--- config.mk ---
export PLATFORM = sky130hd
export DESIGN_NAME = pat_serializer_flat
export DESIGN_NICKNAME = d
export VERILOG_FILES = /design/src/rtl/pat_pkg.sv /design/src/rtl/pat_serializer_if.sv /design/src/rtl/pat_fifo.sv /design/src/rtl/pat_serializer.sv /design/src/flat_wrapper.sv
export SDC_FILE = /design/constraint.sdc
export NUM_CORES = 1
export LEC_CHECK = 0
export CAP_MARGIN = 10
export CORE_AREA = 2 2 70 72
export CTS_CLUSTER_SIZE = 25
export DETAILED_ROUTE_END_ITERATION = 10
export DIE_AREA = 0 0 72 74
export PLACE_DENSITY = 0.69
export SKIP_LAST_GASP = 1
export SYNTH_ARGS = -nofsm -noshare
export SYNTH_HDL_FRONTEND = slang
export SYNTH_SLANG_ARGS = --single-unit
--- constraint.sdc ---
create_clock -name clk -period 3 [get_ports clk]
set_input_delay 0.9 -clock clk [delete_from_list [all_inputs] [get_ports clk]]
set_output_delay 0.9 -clock clk [all_outputs]
set_load 0.05 [all_outputs]
--- src/rtl/pat_pkg.sv ---
// Shared types and defaults for the pattern serializer.
// Imported by the FIFO, the serializer top and the bench.
package pat_pkg;

  localparam int DEF_DEPTH    = 4;
  localparam bit DEF_IDLE_BIT = 1'b1;

  typedef enum logic {
    IDLE  = 1'b0,
    SHIFT = 1'b1
  } state_t;

endpackage

--- src/rtl/pat_serializer_if.sv ---
// Byte-in / bit-out bundle of the pattern serializer.
// master drives bytes, slave is the serializer.
interface pat_serializer_if #(
  parameter int DEPTH = 4
);

  logic [7:0]             in_byte;
  logic                   in_valid;
  logic                   in_ready;
  logic                   data;
  logic                   bit_valid;
  logic                   byte_done;
  logic [$clog2(DEPTH):0] level;

  modport master (
    output in_byte, in_valid,
    input  in_ready, data, bit_valid,
    input  byte_done, level
  );

  modport slave (
    input  in_byte, in_valid,
    output in_ready, data, bit_valid,
    output byte_done, level
  );

endinterface

--- src/rtl/pat_fifo.sv ---
// Byte FIFO feeding the serializer.
// Occupancy is registered; pointers wrap modulo DEPTH.
module pat_fifo #(
  parameter  int DEPTH = 4,
  localparam int AW    = $clog2(DEPTH),
  localparam int LW    = AW + 1
) (
  input  logic          clk,
  input  logic          reset,
  input  logic          push,
  input  logic [7:0]    din,
  input  logic          pop,
  output logic [7:0]    dout,
  output logic [LW-1:0] level
);

  logic [7:0]    mem [DEPTH];
  logic [AW-1:0] wr_ptr;
  logic [AW-1:0] rd_ptr;
  logic          do_push;
  logic          do_pop;

  assign do_push = push && (level != LW'(DEPTH));
  assign do_pop  = pop && (level != '0);
  assign dout    = mem[rd_ptr];

  // storage write; blocked while reset so reset leaves no trace
  always_ff @(posedge clk) begin
    if (!reset && do_push)
      mem[wr_ptr] <= din;
  end

  // pointers and occupancy
  always_ff @(posedge clk) begin
    if (reset) begin
      wr_ptr <= '0;
      rd_ptr <= '0;
      level  <= '0;
    end else begin
      if (do_push)
        wr_ptr <= wr_ptr + 1'b1;
      if (do_pop)
        rd_ptr <= rd_ptr + 1'b1;
      if (do_push && !do_pop)
        level <= level + 1'b1;
      else if (do_pop && !do_push)
        level <= level - 1'b1;
    end
  end

endmodule

--- src/rtl/pat_serializer.sv ---
// Byte FIFO plus shift FSM producing a registered bit stream.
// Back-to-back bytes are sent with no gap bit between them.
module pat_serializer
  import pat_pkg::*;
#(
  parameter int DEPTH     = DEF_DEPTH,
  parameter bit MSB_FIRST = 1'b1,
  parameter bit IDLE_BIT  = DEF_IDLE_BIT
) (
  input  logic           clk,
  input  logic           reset,
  pat_serializer_if.slave bus
);

  localparam int LW = $clog2(DEPTH) + 1;

  state_t        state;
  state_t        state_n;
  logic [2:0]    cnt;
  logic [2:0]    cnt_n;
  logic [7:0]    sh;
  logic [7:0]    sh_n;
  logic          data_q;
  logic          data_n;
  logic          bv_q;
  logic          bv_n;
  logic          bd_q;
  logic          push;
  logic          pop;
  logic [7:0]    head;
  logic [LW-1:0] lvl;

  assign bus.in_ready  = (lvl != LW'(DEPTH));
  assign bus.level     = lvl;
  assign bus.data      = data_q;
  assign bus.bit_valid = bv_q;
  assign bus.byte_done = bd_q;
  assign push          = bus.in_valid && bus.in_ready;

  pat_fifo #(
    .DEPTH (DEPTH)
  ) u_fifo (
    .clk   (clk),
    .reset (reset),
    .push  (push),
    .din   (bus.in_byte),
    .pop   (pop),
    .dout  (head),
    .level (lvl)
  );

  // next state: shift current byte, chain next one, or idle
  always_comb begin
    state_n = state;
    cnt_n   = cnt;
    sh_n    = sh;
    data_n  = IDLE_BIT;
    bv_n    = 1'b0;
    pop     = 1'b0;
    unique case (state)
      IDLE: begin
        if (lvl != '0) begin
          pop     = 1'b1;
          state_n = SHIFT;
        end
      end
      SHIFT: begin
        if (cnt != 3'd0) begin
          data_n = MSB_FIRST ? sh[7] : sh[0];
          sh_n   = MSB_FIRST ? {sh[6:0], 1'b0}
                             : {1'b0, sh[7:1]};
          bv_n   = 1'b1;
          cnt_n  = cnt - 3'd1;
        end else if (lvl != '0) begin
          pop = 1'b1;
        end else begin
          state_n = IDLE;
        end
      end
      default: state_n = IDLE;
    endcase
    if (pop) begin
      data_n = MSB_FIRST ? head[7] : head[0];
      sh_n   = MSB_FIRST ? {head[6:0], 1'b0}
                         : {1'b0, head[7:1]};
      bv_n   = 1'b1;
      cnt_n  = 3'd7;
    end
  end

  // state and registered outputs
  always_ff @(posedge clk) begin
    if (reset) begin
      state  <= IDLE;
      cnt    <= 3'd0;
      sh     <= 8'd0;
      data_q <= IDLE_BIT;
      bv_q   <= 1'b0;
      bd_q   <= 1'b0;
    end else begin
      state  <= state_n;
      cnt    <= cnt_n;
      sh     <= sh_n;
      data_q <= data_n;
      bv_q   <= bv_n;
      bd_q   <= bv_n && (cnt_n == 3'd0);
    end
  end

endmodule

--- src/flat_wrapper.sv ---
// flat-port wrapper written by rule: the top's interface ports become plain ports
module pat_serializer_flat import pat_pkg::*;
#(
  parameter int DEPTH     = DEF_DEPTH,
  parameter bit MSB_FIRST = 1'b1,
  parameter bit IDLE_BIT  = DEF_IDLE_BIT
)
  (clk, reset, bus_in_byte, bus_in_valid, bus_in_ready, bus_data, bus_bit_valid, bus_byte_done, bus_level);
  pat_serializer_if #(.DEPTH(DEPTH)) bus_i ();
  input  logic clk;
  input  logic reset;
  input wire logic [$bits(bus_i.in_byte)-1:0] bus_in_byte;
  input wire logic [$bits(bus_i.in_valid)-1:0] bus_in_valid;
  output wire logic [$bits(bus_i.in_ready)-1:0] bus_in_ready;
  output wire logic [$bits(bus_i.data)-1:0] bus_data;
  output wire logic [$bits(bus_i.bit_valid)-1:0] bus_bit_valid;
  output wire logic [$bits(bus_i.byte_done)-1:0] bus_byte_done;
  output wire logic [$bits(bus_i.level)-1:0] bus_level;
  assign bus_i.in_byte = bus_in_byte;
  assign bus_i.in_valid = bus_in_valid;
  assign bus_in_ready = bus_i.in_ready;
  assign bus_data = bus_i.data;
  assign bus_bit_valid = bus_i.bit_valid;
  assign bus_byte_done = bus_i.byte_done;
  assign bus_level = bus_i.level;
  pat_serializer #(.DEPTH(DEPTH), .MSB_FIRST(MSB_FIRST), .IDLE_BIT(IDLE_BIT)) u_core (.clk(clk), .reset(reset), .bus(bus_i));
endmodule
Yosys cells after proc, flatten, opt, wreduce, memory -nomap -nowiden
Memories as Yosys holds them, arrays and structs flattened. A register that Yosys moved wholly into a read port is not among the register bits. Cells that the tools add are included.

Equality and inequality tests: 1. Reduce and logical (&&, ||, !) cells: 17. Multiply operators: 0. Order comparisons: 0. Divide/modulo/power cells: 0. Shift-type cells: 0. Mux-type cells: 23. $add $sub $neg: 5. Bitwise logic cells: 1.

Operators with widths (count): $mux W8 (3); $mux W3 (5); $mux W1 (11); $logic_and A1 B1 Y1 (7); $reduce_bool A2 Y1 (3); $reduce_bool A3 Y1 (2); $sub A3 B1 Y3 const B (2); $add A2 B1 Y2 const B (2); $mux W2 (2); $pmux W1 S2 (2); $add A3 B1 Y3 const B (1); $logic_not A1 Y1 (3); $logic_not A3 Y1 (1); $ne A3 B3 Y1 const B (1); $reduce_and A2 Y1 (1); $not A1 Y1 (1).

Memory bits (read-only): 0. Memory bits (writable): 32. Output and inout port bits: 7. Bits in registers: 21. Logic and storage cells: 57. Memories kept: 1. Latch bits: 0. Input port bits: 11.

Memory list: u_core.u_fifo.mem (depth 4, bits a word 8, read ports 1, clocked after Yosys merged registers in 1, wr ports 1, RTL line pat_fifo.sv:17) `logic [7:0] mem [DEPTH];`.

Logic depth before layout (Yosys ltp)
Gate-level depths: netlist (run 1).

Depth after elaboration: 8. Depth in mapped cells: 12. Gate-level depth less buffers: 11.

Cells and area by module
From an unflattened synthesis (run 1), not the netlist that was laid out.

Cell total of the unflattened synthesis: 163. Area total of the unflattened synthesis: 2285.9 sq um.

Modules (own cells, without submodules): pat_fifo (times used 1, area each 1629.1 sq um, cells an instance 89, sequential area each 1141.1 sq um); pat_serializer (times used 1, area each 656.9 sq um, cells an instance 74, sequential area each 280.3 sq um).

Worst setup path after synthesis (run 1)
OpenSTA, ideal clock, no wires.

Kind: register -> register. From: register u_core.u_fifo.level[0]. To: register u_core.u_fifo.level[2]. Arrival time: 2.389 ns. Data required time: 2.930 ns. Path buffers: 1. Slack: 0.540 ns. Library setup time: 0.070 ns. Cell stages (with the launch flop): 10. Period minus slack after synthesis: 2.460 ns. Path through: dfxtp_1 or3_1 buf_2 nand2_1 ha_1 inv_1 fa_1 xor2_1 or3_1 a21oi_1.

Word-level cells in the longest chain between the ends: 8.

Ends and longest elaborated chain: start: declaration (RTL line pat_fifo.sv:14) `output logic [LW-1:0] level`; start signal: assignment (RTL line pat_fifo.sv:45) `level <= level + 1'b1;`; start signal: assignment (RTL line pat_fifo.sv:47) `level <= level - 1'b1;`; $reduce_bool A3 Y1 (RTL line pat_fifo.sv:24, pat_serializer.sv:62, pat_serializer.sv:74); $mux W1 (RTL line pat_serializer.sv:62, pat_serializer.sv:74); $mux W1 (RTL line pat_serializer.sv:68) `if (cnt != 3'd0) begin`; $pmux W1 S2 (RTL line pat_serializer.sv:60) `unique case (state)`; $logic_and A1 B1 Y1 (RTL line pat_fifo.sv:24) `assign do_pop = pop && (level != '0);`; $logic_not A1 Y1 (RTL line pat_fifo.sv:44) `if (do_push && !do_pop)`; $logic_and A1 B1 Y1 (RTL line pat_fifo.sv:44); $mux W3 or $reduce_bool A2 Y1 (tied branches).

Parallel ways exist; a longest one is shown, timed or not. The select of a mux whose other input is x is not followed. A chain may end at the register's enable or synchronous reset.

Final worst setup path (run 1)
From: register u_core.u_fifo.level[2]. To: output bus_in_ready.

Word-level cells in the longest chain between the ends: 1.

Ends and longest elaborated chain: $ne A3 B3 Y1 (RTL line pat_serializer.sv:33) `assign bus.in_ready = (lvl != LW'(DEPTH));`; end: declaration (RTL line flat_wrapper.sv:14) `output wire logic [$bits(bus_i.in_ready)-1:0] bus_in_ready;`.

No other way between the ends.

==> results.txt, run 1 <==
Setup repair after global routing left no endpoint under its margin. The level count of the clock H-tree is 2. The worst setup path is launched from a register. The critical path goes through nor3b_2, inv_1, clkdlybuf4s50_1. The total wirelength of the detailed-routed design is 3689 um.

The fill cell total of the finished layout came out at 375. The die extent in x came out at 72 um. Global routing used 15.80% of the available tracks. The largest stage delay on the critical path is 720 ps.

The initial core utilization is 48.73%. The first detailed-routing pass ran for 5 iterations. The wire length of the first global-routing pass came out at 6258 um. The number of nets produced by synthesis came out at 183. The TritonCTS clock tree is yes. The number of port buffers came out at 17.

The endpoint class of the critical path is an output pin. The distinct cell type count after synthesis is 29. The flow ran to the end, and the final reports show no timing, DRC or antenna violations. The full die area came out at 5328 sq um. The max-capacitance violation count is 0. The clock-pin slew on the worst setup and hold paths is 100 ps. The cell area that synthesis handed to floorplanning was 2241 sq um. The worst setup path is of the register to output pin kind. For this run, asynchronously set or reset flops after synthesis account for 0%. The clock latency on the worst-skew pair came out at 310 ps.

The antenna violation net count after detailed routing came out at 0. The synthesized design spends more area on one cell type than any other, namely sky130_fd_sc_hd__edfxtp_1. The class of the worst hold path is register to register. The part of the Yosys area used for sequential elements is 63.43%.

The number of violations reported at the end of detailed-routing iteration 0 is 93. A synthesized cell averages 13.75 sq um. The data arrival time of the worst path came out at 1910 ps. The CTS sink count came out at 55. The data required time of the worst path is 2100 ps. The slowest library cell on the worst path is sky130_fd_sc_hd__clkdlybuf4s50_1. Sorting the synthesized cells by area gives the leading types as sky130_fd_sc_hd__edfxtp_1 (43%), sky130_fd_sc_hd__dfxtp_1 (21%), sky130_fd_sc_hd__mux4_1 (7.0%).

At the end of routability-driven placement, the weighted congestion stood at 0.7880. By count the netlist is led by sky130_fd_sc_hd__edfxtp_1 (32), sky130_fd_sc_hd__dfxtp_1 (23), sky130_fd_sc_hd__a21oi_1 (14). At the placement stage, the worst setup path has a slack of 53.14 ps. The post-route clock period utilization came out at 93.68%. The final clock skew came out at 11.41 ps. The post-detailed-route wirelength per cell came out at 15.63 um. The worst pin sits at a relative slew slack of 65.17%. After legalization and detailed placement, the total HPWL measured 2566 um. Row generation in the floorplan step produced 25 rows. The post-layout minimum cycle time is 2810 ps.

The cell count after synthesis is 163. The total core area came out at 4598 sq um. The total setup violations reported at the end of the flow came out at 0. The per-cell via count in the routed design is 5.568. The number of global-route vias before repair is 1369. The largest net degree at the start of global routing came out at 25. Summed over all layers, the global routing overflow is 0.

The maximum root-to-sink buffer count is 2. The overall die height is 74 um. The highest clock rate came out at 0.3558 GHz. Summed over its instances, the top area cell type makes up 42.88% of the synthesized netlist area. The power density over cell area is 879.5 nW/um^2.

The count of pins over their slew limit came to 0. Among all cell types in the netlist, the one instantiated most often is sky130_fd_sc_hd__edfxtp_1. The register bit count reported by yosys came out at 55. CTS placed an instance of sky130_fd_sc_hd__clkbuf_8 at the clock tree root. The growth of design area from synthesis to finish came out at 13.90%. The final critical-path setup slack is 189.7 ps. The initial antenna violation count came out at 0. The number of synthesized flops with an enable pin is 32. The number of buffers added for setup after CTS came out at 0.

The transition time at the pin with the least slew margin came out at 520.8 ps. The maximum fanout count along the critical path is 6. The sum of negative setup slack came out at 0 ps.

The final-stage net count is 201. Cells with a size suffix above 1 make up 8.791% of the layout. The number of top-level pins is 18.

For this design the static power due to leakage is 0.9213 nW. The largest vdd supply drop is 0.3521 mV. The number of buffers created by CTS came out at 5. The flip-flop cell with the highest count after synthesis is sky130_fd_sc_hd__edfxtp_1. The DRC violation count after routing is 0. The final route contains 1314 vias. The count of synthesis-stage warnings from yosys came out at 0.

The antenna cell count is 0. The final number of hold-violating endpoints came out at 0.
## timing repair
action,4_1_cts,5_1_grt
resized for setup,0,1
endpoints found under the setup margin,0,1
hold buffers,0,0
## path summary, 6_finish.rpt
| path | startpoint | to | slack [ps] | cells past startpoint |
|---|---|---|---|---|
| worst max-delay path | u_core.u_fifo.level[2] | bus_in_ready | 190 | 3 |
| worst min-delay path | u_core.cnt[0] | u_core.bus.byte_done | 480 | 2 |
| worst max register to register | u_core.u_fifo.level[0] | u_core.u_fifo.level[2] | 470 | 8 |
| worst min register to register | u_core.cnt[0] | u_core.bus.byte_done | 480 | 2 |
## routing by layer
metal	track usage [%]	vias to the layer above	part of all wire, %	wire length [um]
li1	-	630	-	-
met1	18.12	655	45	1659
met4	7.128	0	1.7	63
met3	4.472	9	2.8	105
met5	0	-	0	0
met2	27.78	20	50	1860
## state kept, by name, summed over array words and instances (netlist names), named ones only
signal,count
u_core.u_fifo.mem,32
u_core.sh,7
u_core.cnt,3
u_core.u_fifo.level,3
u_core.u_fifo.rd_ptr,2
u_core.u_fifo.wr_ptr,2
u_core.bus.bit_valid,1
u_core.bus.byte_done,1
u_core.bus.data,1
u_core.state,1
## kinds of logic after synthesis
family | count (synthesis) | synth area share [%]
buf+inv | 18 | 3.629
xor+xnor | 2 | 0.7818
flops | 55 | 63.43
fa+ha+maj | 9 | 5.360
compound gates | 26 | 6.700
simple gates | 41 | 9.213
mux | 12 | 10.89
## worst max-delay path, delay by kind of cell (launching register included)
kind	cells	cell delay [ps]
buf+inv	2	860
flops	1	420
simple gates	1	320
## layout by cell type (no fill, tap or decap), types with 8 or more instances in the layout
cell	synthesis	routed
sky130_fd_sc_hd__inv_1	9	9
sky130_fd_sc_hd__a21oi_1	14	14
sky130_fd_sc_hd__nand2_1	8	8
sky130_fd_sc_hd__a211oi_1	8	8
sky130_fd_sc_hd__nor2_1	11	11
sky130_fd_sc_hd__clkdlybuf4s50_1	0	17
sky130_fd_sc_hd__edfxtp_1	32	32
sky130_fd_sc_hd__ha_1	8	8
sky130_fd_sc_hd__dfxtp_1	23	23
## power breakdown
group / switching (mW) / internal (mW) / leakage [nW] / total [mW]
Clock: 0.240 / 0.167 / 0.0443 / 0.407
Sequential: 0.109 / 0.930 / 0.481 / 1.04
Combinational: 0.459 / 0.340 / 0.396 / 0.799
## final cells by class
type,count,area (sq um),share of cell area [%]
Sequential cell,55,1421,55.69
Multi-Input combinational cell,90,743.2,29.12
Timing Repair Buffer,20,192.7,7.549
Clock buffer,5,68.82,2.696
Tap cell,54,67.56,2.647
Inverter,9,33.78,1.324
Clock inverter,3,25.02,0.9804
## per-stage QoR
step           util [%]  cell area (sq um)  instances  power, mW  hold slack (ps)
2_1_floorplan         -               2241        163      1.638            442.8
3_3_place_gp      53.36               2454        228      1.802            466.4
3_5_place_dp      53.36               2454        228      1.852            479.9
4_1_cts           55.40               2547        236      2.259            481.2
5_1_grt           55.51               2552        236      2.385            501.7
6_report          55.51               2552        236      2.245            475.5
(Power assumes the default switching activity.)
==> inputs of run 2 (changes only) <==
--- a/config.mk
+++ b/config.mk
@@ -6,11 +6,11 @@
 export NUM_CORES = 1
 export LEC_CHECK = 0
 export CAP_MARGIN = 10
-export CORE_AREA = 2 2 70 72
+export CORE_AREA = 5 5 87 89
 export CTS_CLUSTER_SIZE = 25
 export DETAILED_ROUTE_END_ITERATION = 10
-export DIE_AREA = 0 0 72 74
-export PLACE_DENSITY = 0.69
+export DIE_AREA = 0 0 92 94
+export HOLD_SLACK_MARGIN = 0.06
 export SKIP_LAST_GASP = 1
 export SYNTH_ARGS = -nofsm -noshare
 export SYNTH_HDL_FRONTEND = slang
==> run 2 against run 1 <==
Via count fell by 4.2%. Non-clock buffer count did not move. Critical path depth did not move. Sequential power barely moved. Largest cell class unchanged. Highest routed layer unchanged.
==> results.txt, run 2 (synthesis gave the netlist of run 1 again) <==
The register with the most flip-flops in the layout has 32 of them. The flow ran to the end, and the final reports show no timing, DRC or antenna violations. The combinational group share of total power came out at 34.8%. The full die area is 8648 sq um. Setup repair after global routing left no endpoint under its margin. The first global-routing pass estimated 6141 um of wire. In the final layout, the registers with the most flip-flops are u_core.u_fifo.mem: 32 flops, u_core.sh: 7 flops. The utilization of the core after routing came out at 38.69%. In the global route stage, overall resource usage came out at 9.172%. In the final routed layout, each cell accounts on average for 14.01 um. The total congestion overflow after global routing came out at 0. The met3 wire length is 161 um. The switching part of the total power came out at 35.59%. The internal power is 1.434 mW. The largest vdd supply drop came out at 0.3683 mV. Setup violations remaining at the end of the flow were counted as 0. The area of placed instances came out at 2486 sq um.

The filler-free cell count of the finished design came out at 262. The count of pins over their slew limit was 0. Between clock sinks in the finished design, the worst skew comes to 9.336 ps.

The sum of negative setup slack came out at 0 ps. The number of buffers created by CTS is 5. The detailed router put a total of 1724 um of wire on met1. For this block, the initial DRC count from the detailed router was 65.

The clock-pin slew on the worst setup and hold paths came out at 100 ps. The total via count after detailed routing is 1259. The clock share of power came out at 18.8%. The max-capacitance violation count came out at 0.

The count of hold-fix buffers inserted at cts came out at 0. The total power draw is 2.227 mW. In this run the worst path has a maximum fanout of 6.

Once the floorplan was initialized, standard cells occupied 33.54% of the core. The fraction of final layout cells sized beyond drive strength 1 is 8.791%. The number of port buffers is 17. In this run the number of H-tree levels came out at 2.

The part of the power in registers came out at 46.4%. The root buffer cell chosen for the clock tree is sky130_fd_sc_hd__clkbuf_8. Ranked by flip-flop count, first place goes to u_core.u_fifo.mem. The tightest min-delay check is of the register to register type. For the pin with the worst max-slew slack, the measured transition is 501.3 ps. The worst setup slack after placement came out at 115.7 ps.

The first-pass iteration count of the detailed router is 4. The wire length on met2 came out at 1749 um. After detailed routing, the number of vias per cell comes to 4.805. The endpoint class of the critical path is an output pin. Routability-driven placement finished with a final weighted congestion of 0.7745. The antenna violation net count after detailed routing is 0. The worst slack on hold paths is 478.9 ps.

The die is 94 um tall. In this run the count of I/O pins placed on the die edge is 18. At the worst endpoint, the arrival time is 1870 ps. The post-layout minimum cycle time came out at 2772 ps.

The antenna cell count is 0. Once placement completed, the tool counted placed cells totaling 254. TritonCTS built the clock tree.

The library cell used most frequently in the layout, excluding fill and tap cells, is sky130_fd_sc_hd__edfxtp_1. The final non-filler cell area is 2585 sq um. In the layout the commonest cells are sky130_fd_sc_hd__edfxtp_1 (32), sky130_fd_sc_hd__dfxtp_1 (23), sky130_fd_sc_hd__clkdlybuf4s50_1 (17). Entering global routing, the biggest net connects 25 pins.

The number of buffers added for setup after CTS came out at 0. The final-stage net count is 201. No sink is reached through more buffers than the 2 on the longest clock path. The critical path is of the register to output pin type. The final layout contains routed wiring with a total length of 3671 um. The data required time of the worst path is 2100 ps. In this run, post-CTS repair resized a total of 0 instances.

The die extent in x is 92 um. In this run the power spent charging and discharging nets is 0.7927 mW. The highest clock rate came out at 0.3608 GHz. The power density over cell area is 861.5 nW/um^2. The initial antenna violation count is 0. The DRC violation count after routing is 0. The detailed router used layers up to and including met4. The static leakage power is 0.9213 nW.

The worst slew margin relative to its limit is 66.48%. The cell row count came out at 30. The number of global-route vias before repair came out at 1281.

The clock reaches the later pin of the worst-skew pair after 310 ps. Detailed placement ended at an HPWL of 2459 um. STA classifies the critical path startpoint as a register. The post-route clock period utilization came out at 92.40%. The core region is 6681 sq um. For this design, the sink count on the clock tree is 55. The growth of design area from synthesis to finish came out at 15.35%.

The final critical-path setup slack came out at 228.1 ps. The final number of hold-violating endpoints is 0.
## run 2: area by class of cell
type	count	area, sq um
flip-flops and latches	55	1421
fillers	667	4096
clock inverters	3	25.02
inverters	9	33.78
repair buffers	20	192.7
well taps	80	100.1
multi-input cells	90	743.2
clock buffers	5	68.82
## run 2: path summary, 6_finish.rpt
check,cells past startpoint,from,end,slack (ps)
setup / recovery,3,u_core.u_fifo.level[2],bus_in_ready,230
hold / removal,2,u_core.cnt[0],u_core.bus.byte_done,480
setup reg to reg,8,u_core.u_fifo.level[0],u_core.u_fifo.level[2],550
hold reg to reg,2,u_core.cnt[0],u_core.bus.byte_done,480
## run 2: routing by layer
metal / vias to the layer above / track usage (%)
met4: 0 / 3.342
met2: 18 / 15.21
met1: 608 / 11.24
li1: 629 / -
met3: 4 / 2.885
met5: - / 0
## run 2: worst max-delay path, cell delays in order (launching register included)
cell and delay (ps):
sky130_fd_sc_hd__dfxtp_1 410, sky130_fd_sc_hd__nor3b_2 320, sky130_fd_sc_hd__inv_1 110, sky130_fd_sc_hd__clkdlybuf4s50_1 710
## run 2: power groups by stage
stage / Combinational, mW / Clock (mW) / Sequential [mW]
finish: 0.775 / 0.419 / 1.03
global route: 0.863 / 0.468 / 1.06
CTS: 0.782 / 0.434 / 1.04
detailed placement: 0.781 / 0 / 1.05
global placement: 0.773 / 0 / 1.05
floorplan: 0.536 / 0 / 1.10
==> inputs of run 3 (changes only) <==
--- a/config.mk
+++ b/config.mk
@@ -7,9 +7,11 @@
 export LEC_CHECK = 0
 export CAP_MARGIN = 10
 export CORE_AREA = 5 5 87 89
+export CTS_CLUSTER_DIAMETER = 80
 export CTS_CLUSTER_SIZE = 25
 export DETAILED_ROUTE_END_ITERATION = 10
 export DIE_AREA = 0 0 92 94
+export GPL_ROUTABILITY_DRIVEN = 0
 export HOLD_SLACK_MARGIN = 0.06
 export SKIP_LAST_GASP = 1
 export SYNTH_ARGS = -nofsm -noshare
==> results of run 3 <==
Final layout, timing and power as in run 2 (identical DEF).
